File: src/rtl/store_buffer.sv
// store_buffer: posted-write FIFO between the memory stage and a single-port,
// word-addressed data memory. Loads own the port; stores drain when it is idle.
// Optional feature macro: STORE_FORWARD_EN. When it is defined, a load that hits
// a pending store takes its data from the youngest matching entry. When it is
// undefined, a load that hits stalls while the buffer drains.
module store_buffer #(
  parameter int DEPTH = 4,
  parameter int AW    = 32,
  parameter int DW    = 32
) (
  input  logic                     clk,
  input  logic                     reset,
  input  logic                     st_valid,
  input  logic [AW-1:0]            st_addr,
  input  logic [DW-1:0]            st_data,
  output logic                     st_ready,
  input  logic                     ld_valid,
  input  logic [AW-1:0]            ld_addr,
  output logic [DW-1:0]            ld_data,
  output logic                     ld_stall,
  output logic                     empty,
  output logic [$clog2(DEPTH):0]   count,
  output logic                     mem_we,
  output logic [AW-1:0]            mem_a,
  output logic [DW-1:0]            mem_wd,
  input  logic [DW-1:0]            mem_rd
);
  localparam int PW = $clog2(DEPTH);
  localparam int CW = PW + 1;
  localparam int IW = AW - 2;

  logic [IW-1:0] ent_addr [DEPTH];
  logic [DW-1:0] ent_data [DEPTH];
  logic [PW-1:0] head, tail;
  logic [CW-1:0] cnt;
  logic          push, pop, hit;
  logic [DW-1:0] hit_data;

  // The byte offset of a store is irrelevant to a word-addressed memory.
  logic unused_st_offset;
  assign unused_st_offset = ^st_addr[1:0];

  assign st_ready = (cnt < CW'(DEPTH));
  assign empty    = (cnt == '0);
  assign count    = cnt;
  assign push     = st_valid && st_ready && !reset;
  assign pop      = mem_we;

  // Search the pending entries from oldest to youngest so the youngest hit wins.
  always_comb begin
    hit      = 1'b0;
    hit_data = '0;
    for (int i = 0; i < DEPTH; i++) begin
      if ((CW'(i) < cnt) && (ent_addr[head + PW'(i)] == ld_addr[AW-1:2])) begin
        hit      = 1'b1;
        hit_data = ent_data[head + PW'(i)];
      end
    end
  end

  // Port arbitration and load result; everything is held quiet during reset so
  // that discarded stores never reach memory.
  always_comb begin
    mem_we   = 1'b0;
    mem_a    = '0;
    mem_wd   = '0;
    ld_data  = '0;
    ld_stall = 1'b0;
    if (!reset) begin
      if (ld_valid) begin
`ifdef STORE_FORWARD_EN
        mem_a   = ld_addr;
        ld_data = hit ? hit_data : mem_rd;
`else
        if (hit) begin
          // Drain through the hazard; the load retries once no match remains.
          ld_stall = 1'b1;
          mem_we   = 1'b1;
          mem_a    = {ent_addr[head], 2'b00};
          mem_wd   = ent_data[head];
        end else begin
          mem_a   = ld_addr;
          ld_data = mem_rd;
        end
`endif
      end else if (cnt != '0) begin
        mem_we = 1'b1;
        mem_a  = {ent_addr[head], 2'b00};
        mem_wd = ent_data[head];
      end
    end
  end

  // Pointer and occupancy update.
  always_ff @(posedge clk) begin
    if (reset) begin
      head <= '0;
      tail <= '0;
      cnt  <= '0;
    end else begin
      if (push) tail <= tail + 1'b1;
      if (pop)  head <= head + 1'b1;
      cnt <= cnt + CW'(push) - CW'(pop);
    end
  end

  // Entry storage; contents are only visible through valid entries.
  always_ff @(posedge clk) begin
    if (push) begin
      ent_addr[tail] <= st_addr[AW-1:2];
      ent_data[tail] <= st_data;
    end
  end
endmodule

File: config.mk
export PLATFORM = sky130hd
export DESIGN_NAME = store_buffer
export DESIGN_NICKNAME = d
export VERILOG_FILES = /design/src/rtl/store_buffer.sv
export SDC_FILE = /design/constraint.sdc
export NUM_CORES = 1
export LEC_CHECK = 0
export CAP_MARGIN = 15
export CORE_ASPECT_RATIO = 1.2
export CORE_MARGIN = 5
export CORE_UTILIZATION = 50
export DETAILED_ROUTE_END_ITERATION = 16
export PLACE_DENSITY_LB_ADDON = 0.3
export SYNTH_ARGS = -nofsm -noshare
export SYNTH_HDL_FRONTEND = slang
export SYNTH_SLANG_ARGS = --single-unit
File: constraint.sdc
create_clock -name clk -period 9.28 [get_ports clk]
set_input_delay 1.392 -clock clk [delete_from_list [all_inputs] [get_ports clk]]
set_output_delay 1.392 -clock clk [all_outputs]
set_load 0.05 [all_outputs]
==> results of run 1 <==
-- sequential cells by signal, indices dropped and copies added (netlist names), named ones only --
signal    count
ent_data    128
tail          2
head          2
count         3
ent_addr    120
-- worst reg2reg max path, cell delays in order (launching register included) --
cell and delay, ns:
dfxtp_4 0.62, buf_4 0.63, mux4_2 0.63, nand2b_1 0.10
nand3_1 0.09, nor4_1 0.69, nand3_1 0.25, o22a_1 0.39
a311oi_4 0.79, ha_1 0.36, inv_1 0.06, ha_1 0.12
inv_1 0.05, fa_1 0.40, xnor2_1 0.17, nor2_1 0.06
-- routing by layer --
layer,vias to the layer above,global-route usage [%]
met2,400,37.83
met4,2,8.173
met1,4531,31.07
li1,4110,-
met3,67,5.002
met5,-,0
-- layout by cell type (no fill, tap or decap), types with 10 or more instances in the layout --
| cell type | count |
|---|---|
| buf_4 | 12 |
| edfxtp_1 | 248 |
| mux2i_1 | 82 |
| xnor2_1 | 67 |
| nand4_1 | 16 |
| inv_1 | 13 |
| nor3_1 | 10 |
| nor4_1 | 13 |
| a21oi_1 | 10 |
| xor2_1 | 44 |
| a22o_1 | 27 |
| nand2_1 | 24 |
| clkbuf_16 | 25 |
| mux4_2 | 91 |
| clkdlybuf4s50_1 | 232 |
| nor2_1 | 15 |
| and2_1 | 72 |
-- power breakdown --
| part | total, mW | switching, mW | internal, mW |
|---|---|---|---|
| registers | 1.46 | 0.116 | 1.34 |
| clock network | 0.976 | 0.416 | 0.560 |
| logic | 1.39 | 0.760 | 0.626 |
| total | 3.82 | 1.29 | 2.53 |
-- stage by stage --
step | worst slack (ns) | util (%) | area [µm²] | power (mW) | std cells
2_1_floorplan | 3.582 | - | 14040 | 2.448 | 942
3_3_place_gp | 1.712 | 59.62 | 16590 | 2.857 | 1485
3_5_place_dp | 1.673 | 59.62 | 16590 | 2.870 | 1485
4_1_cts | 1.674 | 62.42 | 17370 | 3.849 | 1530
5_1_grt | 1.492 | 62.42 | 17370 | 3.981 | 1530
6_report | 1.748 | 62.42 | 17370 | 3.818 | 1530
-- logic make-up (layout without fill, tap and decap cells) --
family / count (synthesis) / in the layout / synth area share [%]
adder cells (fa/ha/maj): 9 / 9 / 0.8558
XOR/XNOR: 111 / 111 / 6.926
flip-flops: 257 / 257 / 54.34
buffers and inverters: 96 / 305 / 3.254
multiplexers: 181 / 181 / 21.11
AND/OR/NAND/NOR: 176 / 176 / 7.123
AO/OA/AOI/OAI: 112 / 112 / 6.392
-- final timing paths --
path	from	end	slack, ns	cells after the start
worst max-delay path	ld_addr[19]	mem_a[19]	1.75	10
worst max register to register	flip-flop	count[2]	3.72	15
worst min register to register	tail[1]	tail[1]	0.55	2
worst min-delay path	tail[1]	tail[1]	0.55	2
-- cell type report --
class | instances | area [µm²]
clock buffers | 33 | 665.6
flip-flops and latches | 257 | 7640
inverters | 14 | 52.55
multi-input cells | 589 | 5973
repair buffers | 246 | 2452
well taps | 379 | 474.2
fillers | 2099 | 10460
clock inverters | 12 | 115.1
==> results.py, run 1 <==
metrics = {
    "yosys": {
        "synth.net_count": 1083,
        "synthTopCellsByArea": "edfxtp_1 53%, mux4_2 15%, mux2i_1 5.8%",
        "synth_edf_count": 248,
        "synth_top_area_share_pct": 53.06,
        "synthArstFlopShare_pct": 0,
        "synth_most_common_cell": "edfxtp_1",
        "ys.flop_type": "edfxtp_1",
        "synthTopCellsByCount": "248 x edfxtp_1, 91 x mux4_2, 82 x mux2i_1",
        "ys_types": 62,
        "yosysSeqAreaShare_pct": 54.34,
        "netlist_area_um2": 14040,
        "syn_area_per_cell_um2": 14.90,
        "synth_seq_cells": 257,
        "yosys_warnings": 0,
        "synthCells": 942,
        "yosys.area.top_type": "edfxtp_1",
    },
    "power_and_ir_drop": {
        "power_density_nw_per_um2": 219.8,
        "vdd_ir_drop_max_uv": 248.7,
        "p_leak_nw": 5.560,
    },
    "status": {
        "status": "complete, no violations",
    },
    "clock_network": {
        "h-tree-depth": 1,
        "clockBufferDepth": 3,
        "cts_root_buf": "clkbuf_16",
        "cts.sinks": 257,
        "cts_tree": "yes",
        "clkLatencyLatePin_ns": 0.53,
        "cts_setup_buffers": 0,
        "cts_buffers": 25,
        "holdBufCountCts": 0,
        "clkSlewWorstSetupHoldPaths_ns": 0.06,
        "cts_resized": 0,
    },
    "detailed_routing": {
        "wl_met3_um": 2936,
        "vias": 9110,
        "vias_per_cell": 5.954,
        "drt_iter0_drc": 664,
        "drt-total-wl_um": 37450,
        "met2_length_um": 18230,
        "wl_per_cell_um": 24.48,
        "route.detailed.drc": 0,
        "wl_met1_um": 14940,
        "top_layer_used": "met5",
        "ant_nets": 0,
        "dr.pass1.iters": 5,
    },
    "grt": {
        "grt_pass1_wl_um": 56570,
        "antenna_found_initial": 1,
        "grt_max_degree": 57,
        "grtUsageTotal_pct": 23.24,
        "grt_pass1_vias": 9305,
        "overflow": 0,
    },
    "final_layout": {
        "drive_gt1_share_pct": 13.99,
        "nNetsFinal": 1274,
        "area_growth_pct": 23.77,
        "n_antenna_cell": 0,
    },
    "setup_path": {
        "cp_cell_sequence": "clkdlybuf4s50_1, xnor2_1, nand4_1, nor4_1, nand3_1, o22a_1, a311oi_4, buf_12, a22o_1, clkdlybuf4s50_1",
        "worstSetupEndpointType": "output port",
        "start_kind": "primary input",
        "max_stage_delay_ns": 0.84,
        "cp.required_ns": 7.89,
        "cp_max_fo": 44,
        "crit_arrival_ns": 6.14,
        "critPathTopFamily": "buffers and inverters",
        "critPathBufInv": 3,
        "worstSetupPathType": "primary input to output port",
        "slowest_stage": "clkdlybuf4s50_1",
        "crit_top_cell": "clkdlybuf4s50_1",
    },
    "sta": {
        "hold_ws_ns": 0.5510,
        "maxSlewViolCount": 0,
        "post-route-min-period_ns": 7.532,
        "hold_violations": 0,
        "timing.setup.tns_ns": 0,
        "setup_viol": 0,
        "fmax_mhz": 132.8,
        "slew_headroom_pct": 37.99,
        "min_period_over_period_pct": 81.17,
        "tightest_slew_ns": 0.9200,
        "rsz0062_at_grt": "false",
        "finalClockSkew_ns": 0.01824,
    },
    "floorplanning": {
        "core_region_area_um2": 27830,
        "rows": 67,
        "chipWidth_um": 163.0,
        "io_pins": 235,
        "initial_core_util_pct": 50.43,
        "die_h_um": 193.5,
        "die-area_um2": 31540,
    },
    "placement": {
        "place_hpwl_um": 26560,
        "io_buffer_count": 232,
        "place_congestion": 0.9450,
    },
    "min_path": {
        "hp-class": "flip-flop to flip-flop",
    },
    "flow_run": {
        "max_cap_violations": 0,
    },
}
Power figures use the tool's default switching activity.
==> run 2: changes to the inputs <==
clock period = 7.11 ns   (was 9.28 ns; I/O delays follow)
==> run 2 against run 1 <==
  * Sequential power increased by 29%
  * Combinational power is 33% higher
  * Cell area rose by 0.31%
  * Routed wire length up 1.2%
  * Hold slack better by 0.0045 ns
  * Sequential share of layout area is 0.14 points lower
  * Global-route usage increased by 0.45 points
  * Register-to-register slack lost 1.6 ns
  * Critical path type unchanged
  * Utilization increased by 0.19 points
  * Non-clock buffer count rose by 12
  * Sequential cell count unchanged
==> results.py, run 2 (synthesized netlist as in run 1, its figures left out) <==
metrics = {
    "final_layout": {
        "area_growth_pct": 24.16,
        "largest_reg_flops": 128,
        "drive_gt1_share_pct": 14.67,
        "final_common_cell": "edfxtp_1",
        "n_antenna_cell": 0,
        "regMostFlops": "ent_data",
        "mostFrequentLayoutCells": "248 x edfxtp_1, 232 x clkdlybuf4s50_1, 91 x mux4_2, 82 x mux2i_1, 72 x and2_1",
        "nNetsFinal": 1285,
        "instances_no_fill": 1538,
        "nFillCells": 2152,
    },
    "setup_path": {
        "cp_max_fo": 31,
        "reg2regPathDepth": 17,
        "start_kind": "primary input",
        "crit_top_cell": "clkdlybuf4s50_1",
        "worstSetupEndpointType": "output port",
        "max_stage_delay_ns": 0.82,
        "worstSetupPathType": "primary input to output port",
        "cp_cell_sequence": "clkdlybuf4s50_1, nor2_1, or4b_1, a22oi_1, nand3_1, o41a_1, a311oi_4, buf_4, a22o_1, clkdlybuf4s50_1",
        "crit_arrival_ns": 5.41,
        "slowest_stage": "clkdlybuf4s50_1",
        "cp.required_ns": 6.04,
    },
    "floorplanning": {
        "io_pins": 235,
        "die-area_um2": 31540,
        "chipWidth_um": 163.0,
        "core_region_area_um2": 27830,
        "rows": 67,
        "die_h_um": 193.5,
        "initial_core_util_pct": 50.43,
    },
    "placement": {
        "place_hpwl_um": 27350,
        "place_congestion": 0.9756,
        "io_buffer_count": 232,
        "placedCellCount": 1497,
    },
    "power_and_ir_drop": {
        "power.switching_mw": 1.680,
        "switching_share_pct": 34.04,
        "clkPwrFrac_pct": 24.4,
        "p_int_mw": 3.254,
        "seqPwrFrac_pct": 38.2,
        "power_density_nw_per_um2": 283.1,
        "p_leak_nw": 5.590,
        "vdd_ir_drop_max_uv": 234.0,
        "comb_power_share_pct": 37.5,
    },
    "sta": {
        "rsz0062_at_grt": "false",
        "timing.setup.tns_ns": 0,
        "slew_headroom_pct": 40.21,
        "finalClockSkew_ns": 0.009296,
        "hold_violations": 0,
        "setup_viol": 0,
        "min_period_over_period_pct": 91.04,
        "tightest_slew_ns": 0.8968,
        "fmax_mhz": 154.5,
        "maxSlewViolCount": 0,
        "post-route-min-period_ns": 6.473,
    },
    "clock_network": {
        "clkSlewWorstSetupHoldPaths_ns": 0.06,
        "h-tree-depth": 1,
        "clockBufferDepth": 3,
        "holdBufCountCts": 0,
        "clkLatencyLatePin_ns": 0.52,
        "cts_resized": 0,
        "cts_buffers": 24,
        "cts_root_buf": "clkbuf_16",
        "cts_setup_buffers": 0,
        "cts_tree": "yes",
        "cts.sinks": 257,
    },
    "status": {
        "status": "complete, no violations",
    },
    "grt": {
        "grt_util_met1_pct": 30.91,
        "antenna_found_initial": 1,
        "use_met2_pct": 40.48,
        "grt_max_degree": 57,
        "grtUsageTotal_pct": 23.69,
        "grt_pass1_vias": 9590,
        "grt_pass1_wl_um": 57590,
        "busiest_layer": "met2",
        "overflow": 0,
        "use_met3_pct": 4.257,
    },
    "flow_run": {
        "max_cap_violations": 0,
    },
    "detailed_routing": {
        "wl_per_cell_um": 24.64,
        "dr.pass1.iters": 5,
        "vias": 9282,
        "drt-total-wl_um": 37900,
        "ant_nets": 0,
        "vias_per_cell": 6.035,
        "route.detailed.drc": 0,
        "drt_iter0_drc": 668,
    },
    "min_path": {
        "holdPathStages": 2,
        "hp-class": "flip-flop to flip-flop",
    },
}
[run 2: through the flow]
| stage | power, mW | utilization, % | setup slack (ns) | instance area, µm² | hold WS, ns |
|---|---|---|---|---|---|
| 2_1_floorplan | 3.195 | - | 2.063 | 14040 | 0.5080 |
| 3_3_place_gp | 3.756 | 59.98 | 0.6738 | 16690 | 0.5257 |
| 3_5_place_dp | 3.766 | 59.98 | 0.6733 | 16690 | 0.5437 |
| 4_1_cts | 4.969 | 62.61 | 0.5575 | 17430 | 0.5573 |
| 5_1_grt | 5.142 | 62.61 | 0.4334 | 17430 | 0.6056 |
| 6_report | 4.934 | 62.61 | 0.6370 | 17430 | 0.5554 |
[run 2: critical path, delay by kind of cell]
kind / cells / cell delay [ns]
AO/OA/AOI/OAI: 4 / 1.37
buffers and inverters: 3 / 2.06
AND/OR/NAND/NOR: 3 / 0.88
[run 2: layout make-up]
| cell class | count | area (µm²) | area share (%) |
|---|---|---|---|
| repair buffers | 258 | 2555 | 14.66 |
| flip-flops and latches | 257 | 7640 | 43.84 |
| multi-input cells | 589 | 5973 | 34.28 |
| clock buffers | 28 | 636.9 | 3.655 |
| inverters | 14 | 52.55 | 0.3016 |
| well taps | 379 | 474.2 | 2.721 |
| clock inverters | 13 | 95.09 | 0.5457 |
[run 2: worst paths after layout]
kind | startpoint | endpoint | slack, ns
min reg2reg | tail[1] | tail[1] | 0.56
max | ld_addr[5] | mem_a[31] | 0.64
min | tail[1] | tail[1] | 0.56
max reg2reg | head[0] | count[2] | 2.17
[run 2: metal layers]
metal / wire (µm) / part of all wire (%)
met4: 1190 / 3.1
met3: 2958 / 7.8
met2: 18930 / 50
met5: 13 / 0.034
met1: 14810 / 39
[run 2: power groups by stage]
stage | sequential [mW] | clock (mW) | combinational (mW)
finish | 1.88 | 1.20 | 1.85
global route | 1.90 | 1.29 | 1.96
CTS | 1.89 | 1.23 | 1.86
detailed placement | 1.92 | 0 | 1.85
global placement | 1.91 | 0 | 1.85
floorplan | 1.83 | 0 | 1.37
==> run 3: changes to the inputs <==
ABC_CLOCK_PERIOD_IN_PS = 7110   (was unset)
CORE_UTILIZATION = 54   (was 50)
MAX_ROUTING_LAYER = met4   (was unset)
==> run 3 against run 2 <==
  * Die area decreased by 7.0%
  * Critical path depth unchanged
  * First-iteration DRC count increased by 4.5%
  * Highest routed layer is now met4
==> results.py, run 3 (synthesized netlist as in run 1, its figures left out) <==
metrics = {
    "status": {
        "status": "complete, no violations",
    },
    "sta": {
        "slew_headroom_pct": 24.16,
        "fin_ws_ns": 0.5884,
        "hold_ws_ns": 0.5705,
        "maxSlewViolCount": 0,
        "min_period_over_period_pct": 91.72,
        "finalClockSkew_ns": 0.01945,
        "rsz0062_at_grt": "false",
        "post-route-min-period_ns": 6.522,
        "timing.setup.tns_ns": 0,
        "fmax_mhz": 153.3,
        "tightest_slew_ns": 1.138,
        "hold_violations": 0,
        "setup_viol": 0,
    },
    "floorplanning": {
        "rows": 64,
        "chipWidth_um": 157.2,
        "io_pins": 235,
        "die-area_um2": 29330,
        "core_region_area_um2": 25540,
        "die_h_um": 186.6,
        "initial_core_util_pct": 54.95,
    },
    "setup_path": {
        "cp_max_fo": 37,
        "worstSetupEndpointType": "output port",
        "path_depth": 10,
        "reg2reg_setup_slack_ns": 2.03,
        "start_kind": "flip-flop",
        "critPathBufInv": 3,
        "cp_cell_sequence": "buf_12, mux2i_1, o22ai_1, a2111oi_0, o2111ai_1, o41a_1, a311oi_4, buf_4, and2_1, clkdlybuf4s50_1",
        "crit_arrival_ns": 5.46,
        "reg2regPathDepth": 15,
        "slowest_stage": "clkdlybuf4s50_1",
        "worstSetupPathType": "flip-flop to output port",
        "cp.required_ns": 6.04,
        "critPathTopFamily": "compound AO/OA/AOI/OAI gates",
        "max_stage_delay_ns": 0.82,
    },
    "placement": {
        "io_buffer_count": 232,
        "placedCellCount": 1449,
        "placed_area_um2": 16640,
        "place_congestion": 0.9435,
        "place_hpwl_um": 26630,
        "pre_cts_ws_ns": 0.7527,
    },
    "power_and_ir_drop": {
        "power.switching_mw": 1.703,
        "power_mw": 5.044,
        "seqPwrFrac_pct": 36.7,
        "switching_share_pct": 33.77,
        "vdd_ir_drop_max_uv": 297.7,
        "clkPwrFrac_pct": 26.2,
        "power_density_nw_per_um2": 289.0,
        "comb_power_share_pct": 37.2,
        "p_int_mw": 3.341,
        "p_leak_nw": 5.647,
    },
    "clock_network": {
        "cts_setup_buffers": 0,
        "holdBufCountCts": 0,
        "clkSlewWorstSetupHoldPaths_ns": 0.06,
        "cts.sinks": 257,
        "clockBufferDepth": 3,
        "h-tree-depth": 1,
        "cts_tree": "yes",
        "cts_buffers": 25,
        "cts_resized": 0,
        "cts_root_buf": "clkbuf_16",
        "clkLatencyLatePin_ns": 0.53,
    },
    "final_layout": {
        "instances_no_fill": 1495,
        "final_common_cell": "edfxtp_1",
        "largest_reg_flops": 128,
        "nNetsFinal": 1288,
        "regMostFlops": "ent_data",
        "area_growth_pct": 24.35,
        "post-route-util_pct": 68.33,
        "drive_gt1_share_pct": 15.19,
        "nFillCells": 1798,
        "mostFrequentLayoutCells": "248 x edfxtp_1, 232 x clkdlybuf4s50_1, 91 x mux4_2, 82 x mux2i_1, 72 x and2_1",
        "final_cell_area_um2": 17450,
        "n_antenna_cell": 0,
    },
    "detailed_routing": {
        "drt_iter0_drc": 698,
        "ant_nets": 0,
        "vias_per_cell": 6.150,
        "dr.pass1.iters": 5,
        "vias": 9194,
        "drt-total-wl_um": 37140,
        "route.detailed.drc": 0,
        "wl_per_cell_um": 24.84,
    },
    "grt": {
        "grt_pass1_wl_um": 56250,
        "grtUsageTotal_pct": 25.64,
        "overflow": 0,
        "grt_pass1_vias": 9505,
        "grt_max_degree": 64,
        "antenna_found_initial": 0,
    },
    "flow_run": {
        "max_cap_violations": 0,
    },
    "min_path": {
        "hp-class": "flip-flop to flip-flop",
        "holdPathStages": 2,
    },
}
-- run 3: cell count changes in the layout (fill, tap and decap cells not counted), moves of 2 or more --
cell / delta
bufinv_16: +2
clkbuf_1: +2
clkinv_1: -3
clkinv_2: +2
clkinv_4: +2
clkinvlp_4: -3
inv_6: +2
-- run 3: tightest hold or removal path: stages (launching register included) --
cell and delay [ns]:
dfxtp_1 0.34, inv_1 0.10, o31ai_1 0.08
-- run 3: area by class of cell --
type                            count  area, µm²  area share, %
Inverter                           14      52.55         0.3011
Clock inverter                     15      166.4         0.9534
Multi-Input combinational cell    589       5973          34.22
Sequential cell                   257       7637          43.76
Timing Repair Buffer              260       2567          14.71
Clock buffer                       30      644.4          3.692
Tap cell                          330      412.9          2.366
-- run 3: path summary, 6_finish.rpt --
path                 from   endpoint
setup reg to reg  head[0]   count[2]
hold reg to reg   tail[1]    tail[1]
hold / removal    tail[1]    tail[1]
setup / recovery  head[0]  mem_wd[9]
-- run 3: power groups by stage --
stage          clock network [mW]  logic, mW  registers [mW]
4_1_cts                      1.34       1.88            1.85
2_1_floorplan                   0       1.37            1.83
3_5_place_dp                    0       1.87            1.88
6_report                     1.32       1.87            1.85
3_3_place_gp                    0       1.86            1.88
5_1_grt                      1.40       1.98            1.86
-- run 3: metal layers --
layer	GRT usage, %	part of all wire [%]	vias up
met2	42.65	50	403
met4	6.653	3.0	0
met1	32.82	38	4578
met5	-	0	-
met3	4.495	8.4	66
li1	-	-	4147
